$ cat src/rtl/jk_mod_counter.sv
// Modulo-N counter of JK cells (J=K=toggle, forced J/K on load/wrap); 1-cycle count/load latency, tc combinational.
// No backpressure: en gates counting, load overrides en. JK_MOD_COUNTER_UPDOWN_EN adds the down direction.
module jk_mod_counter #(
  parameter int WIDTH   = 4,
  parameter int MODULUS = 16
) (
  input  logic             clk,
  input  logic             reset_n,
  input  logic             en,
  input  logic             up_dn,
  input  logic             load,
  input  logic [WIDTH-1:0] din,
  output logic [WIDTH-1:0] count,
  output logic             tc,
  output logic             wrap
);

  localparam logic [WIDTH-1:0] MAX_VAL = WIDTH'(MODULUS - 1);
  localparam logic [WIDTH:0]   MOD_W   = (WIDTH + 1)'(MODULUS);

  logic [WIDTH-1:0] count_q, count_d;
  logic             wrap_q, wrap_d;
  logic [WIDTH-1:0] j_c, k_c, load_val;
  logic             dir_up, at_max, at_min, up_wrap, dn_wrap, tc_c;
  logic             up_run, dn_run, tog;

`ifndef JK_MOD_COUNTER_UPDOWN_EN
  logic unused_up_dn;
  assign unused_up_dn = up_dn;
`endif

  always_comb begin
    load_val = ({1'b0, din} < MOD_W) ? din : '0;
    at_max   = (count_q == MAX_VAL);
`ifdef JK_MOD_COUNTER_UPDOWN_EN
    dir_up   = up_dn;
    at_min   = (count_q == '0);
    tc_c     = en & (dir_up ? at_max : at_min);
`else
    dir_up   = 1'b1;
    at_min   = 1'b0;
    tc_c     = en & at_max;
`endif
    up_wrap  = en & dir_up & at_max;
    dn_wrap  = en & ~dir_up & at_min;
    j_c      = '0;
    k_c      = '0;
    up_run   = 1'b1;
    dn_run   = 1'b1;
    tog      = 1'b0;
    for (int i = 0; i < WIDTH; i++) begin
      // up_run/dn_run hold AND of lower bits (or their complements) before bit i
      if (load) begin
        j_c[i] = load_val[i];
        k_c[i] = ~load_val[i];
      end else if (up_wrap) begin
        j_c[i] = 1'b0;
        k_c[i] = 1'b1;
      end else if (dn_wrap) begin
        j_c[i] = MAX_VAL[i];
        k_c[i] = ~MAX_VAL[i];
      end else begin
        tog    = en & (dir_up ? up_run : dn_run);
        j_c[i] = tog;
        k_c[i] = tog;
      end
      up_run = up_run & count_q[i];
      dn_run = dn_run & ~count_q[i];
    end
    count_d = (j_c & ~count_q) | (~k_c & count_q);
    wrap_d  = ~load & (up_wrap | dn_wrap);
  end

  always_ff @(posedge clk or negedge reset_n) begin
    if (!reset_n) begin
      count_q <= '0;
      wrap_q  <= 1'b0;
    end else begin
      count_q <= count_d;
      wrap_q  <= wrap_d;
    end
  end

  assign count = count_q;
  assign tc    = tc_c;
  assign wrap  = wrap_q;

endmodule

$ cat config.mk
export PLATFORM = sky130hd
export DESIGN_NAME = jk_mod_counter
export DESIGN_NICKNAME = d
export VERILOG_FILES = /design/src/rtl/jk_mod_counter.sv
export SDC_FILE = /design/constraint.sdc
export NUM_CORES = 1
export LEC_CHECK = 0
export ABC_AREA = 1
export CORE_AREA = 3 3 40 42
export CTS_CLUSTER_DIAMETER = 200
export DETAILED_ROUTE_END_ITERATION = 16
export DIE_AREA = 0 0 43 45
export DONT_BUFFER_PORTS = 1
export GPL_TIMING_DRIVEN = 0
export PLACE_DENSITY_LB_ADDON = 0.15
export RECOVER_POWER = 25
export SYNTH_ARGS = -nofsm -noshare
export SYNTH_HDL_FRONTEND = slang
export SYNTH_SLANG_ARGS = --single-unit
$ cat constraint.sdc
create_clock -name clk -period 0.98 [get_ports clk]
set_input_delay 0.049 -clock clk [delete_from_list [all_inputs] [get_ports clk]]
set_output_delay 0.049 -clock clk [all_outputs]
set_load 0.01 [all_outputs]
==> summary.txt <==
Status
  • Status: complete, but fails checks
  • Failing checks: negative setup slack

Critical path
  • Crit path DAT: between 1 and 1.5 ns
  • Critical path, cell by cell: nand4_1 > nor2_2
  • Crit Path Category: flop to output port
  • Crit-path slowest cell: dfrtp_2
  • Worst endpoint required time: 0.93 ns
  • Slowest stage delay, CP: 0.43 ns
  • Crit end category: output port
  • Max FO, Critical Path: 5
  • CP startpoint kind: flop

Job
  • Max Cap Viol: 0

Detailed routing
  • Initial drt markers: 5
  • Top layer in use: met3
  • Antenna Nets Post-Route: 0
  • Drt pass-1 iters: 4
  • Wl on met1: approximately 260 um
  • Via count: 251
  • Avg WL per Cell: 10.7 um
  • Wire length on met3: between 60 and 70 um
  • WL met2: 307 um
  • Drt total wl: 634 um
  • Remaining DRCs: 0
  • Via/cell ratio: 4.25

Global route
  • Total track usage: 7.92%
  • Largest net degree at the start of global routing: 8
  • Vias in the first global route: between 200 and 300
  • Initial antenna violation count: 0
  • Overflow after GRT: 0
  • First-pass GRT wire length: 1070 um

Yosys
  • EDFF count, synth: 0
  • Mapped Cells: 33
  • Synthesized flop and latch total: 5
  • Syn Area/Cell: 7.92 um2
  • Post-Syn Nets: 42
  • Most common flop cell mapped by yosys: dfrtp_1
  • Synth Warn #: 0
  • Mapped cell area: 262 um2
  • Sequential element share of the synthesized area: 47.8%
  • Synth top area cells: dfrtp_1 48%, nand2_1 11%, nand3_1 7.7%
  • Area fraction of the dominant cell type after synthesis: 47.8%
  • Yosys top cell by area: dfrtp_1
  • Unique masters post-synth: 13
  • Post-synth ARST share: 100%
  • Count leader, synth: nand2_1
  • Synth top cells by count: 8 x nand2_1, 5 x dfrtp_1, 4 x nand3_1, 4 x nor2_1

Clock tree
  • Clock transition at path regs: 0.05 ns
  • CTS root buffer: clkbuf_4
  • TritonCTS Buffers: 3
  • Sink Count: 5
  • Depth of the CTS H-tree: 1
  • CTS tree: yes
  • Maximum root-to-sink buffer count: 2
  • Setup bufs post-CTS: 0
  • Clock Latency Late Sink: between 0.2 and 0.25 ns

Timing
  • Fin. max-slew vios: 0
  • Slew margin rel.: 80.5%
  • Final WS setup: -0.102 ns
  • Final Cycle Share: 110%
  • RSZ-0062 raised after global routing: yes
  • Max Freq: 0.924 GHz
  • Final hold violation count: 0
  • Final clock skew: 0.000295 ns
  • Setup violators final: 1
  • Worst slew pin tran: 0.293 ns
  • Minimum clock period: 1.08 ns

Layout
  • Share of layout cells above drive strength 1: 29.5%
  • Final Net Count: 54
  • Syn-to-layout area delta: 47.4%
  • Diodes inserted: 0
  • Finished Core Util: 30.0%
  • FILL cells: 143

Die
  • Die Footprint: 0.00194 mm2
  • Site row count: 13
  • Core Area: approximately 0.0013 mm2
  • Io pins: 15
  • Die width: between 40 and 50 um
  • Initial Utilization: 20.4%
  • Die height: 45 um

Power and ir drop
  • P_leak: 0.181 nW
  • Peak supply drop: 0.000588 V
  • PwrDens: 1580 mW/mm2

Place
  • DP Worst Slack: 0.0362 ns
  • Port Buf Inserts: 0
  • Final GP Congestion: roughly 0.75
  • Post-detail-place hpwl: 490 um

Min path
  • Worst hold-check path type: input port to flop
## cell families (layout without fill, tap and decap cells)
kind of cell / count (synthesis) / in the layout / synth area share, %
flops: 5 / 5 / 47.8
simple gates: 23 / 23 / 42.6
compound gates: 1 / 1 / 1.91
buf+inv: 3 / 14 / 4.31
xor+xnor: 1 / 1 / 3.35
## worst max-delay path, delay by kind of cell (launching register included)
kind	cells	cell delay, ns
DFF	1	0.43
and+or+nand+nor	2	0.36
## sequential cells by signal (all words and copies together) (netlist names)
signal	flops
count	4
wrap	1
## path summary, 6_finish.rpt
path                                    start            endpoint  slack (ns)  depth (start not counted)
max                        count[0]$_DFF_PN0_                  tc       -0.10                          2
min                                        en  count[2]$_DFF_PN0_        0.04                          3
max reg2reg                count[0]$_DFF_PN0_  count[3]$_DFF_PN0_        0.09                          3
min reg2reg                count[2]$_DFF_PN0_  count[2]$_DFF_PN0_        0.62                          2
max in group asynchronous             reset_n  count[1]$_DFF_PN0_        0.64                          1
min in group asynchronous             reset_n      wrap$_DFF_PN0_        0.11                          1
## where the power goes
part	switching, mW	internal, mW
clock network	0.0909	0.154
registers	0.0370	0.230
logic	0.0484	0.0464
total	0.176	0.431
## through the flow
step	power (mW)	hold slack, ns	area (um2)	TNS, ns	instances
floorplan	0.317	-0.247	262	0	33
global placement	0.329	-0.246	280	0	48
detailed placement	0.331	-0.246	280	0	48
CTS	0.620	0.0334	382	-0.139	59
global route	0.648	0.0594	385	-0.175	59
finish	0.607	0.0416	385	-0.102	59
## layout by cell type, fill, tap and decap left out, drive strengths merged
cell type     synthesis  layout
dlygate4sd3           0       6
a21oi                 1       1
xnor2                 1       1
dfrtp                 5       5
dlymetal6s4s          0       1
nand4                 1       1
nand3                 5       5
nor2                  6       6
clkbuf                0       4
inv                   3       3
nand2                10      10
nor3                  1       1
## final cells by class
class	count	area, um2	share of cell area (%)
Inverter	3	11.3	2.92
Timing Repair Buffer	7	72.6	18.8
Sequential cell	5	129	33.4
Clock buffer	4	26.3	6.82
Multi-Input combinational cell	25	128	33.1
Tap cell	15	18.8	4.87
## repair_timing
item | in CTS | in global routing
gates resized for setup | 3 | 2
hold endpoints to repair | 10 | 0
hold buffers | 7 | 0
setup endpoints to repair | 1 | 2
## metal layers
| layer | vias up | track usage, % |
|---|---|---|
| met2 | 11 | 11.4 |
| met3 | 0 | 4.38 |
| met4 | 0 | 5.42 |
| li1 | 129 | - |
| met1 | 111 | 8.94 |
| met5 | - | 0 |
Power figures use the tool's default switching activity.
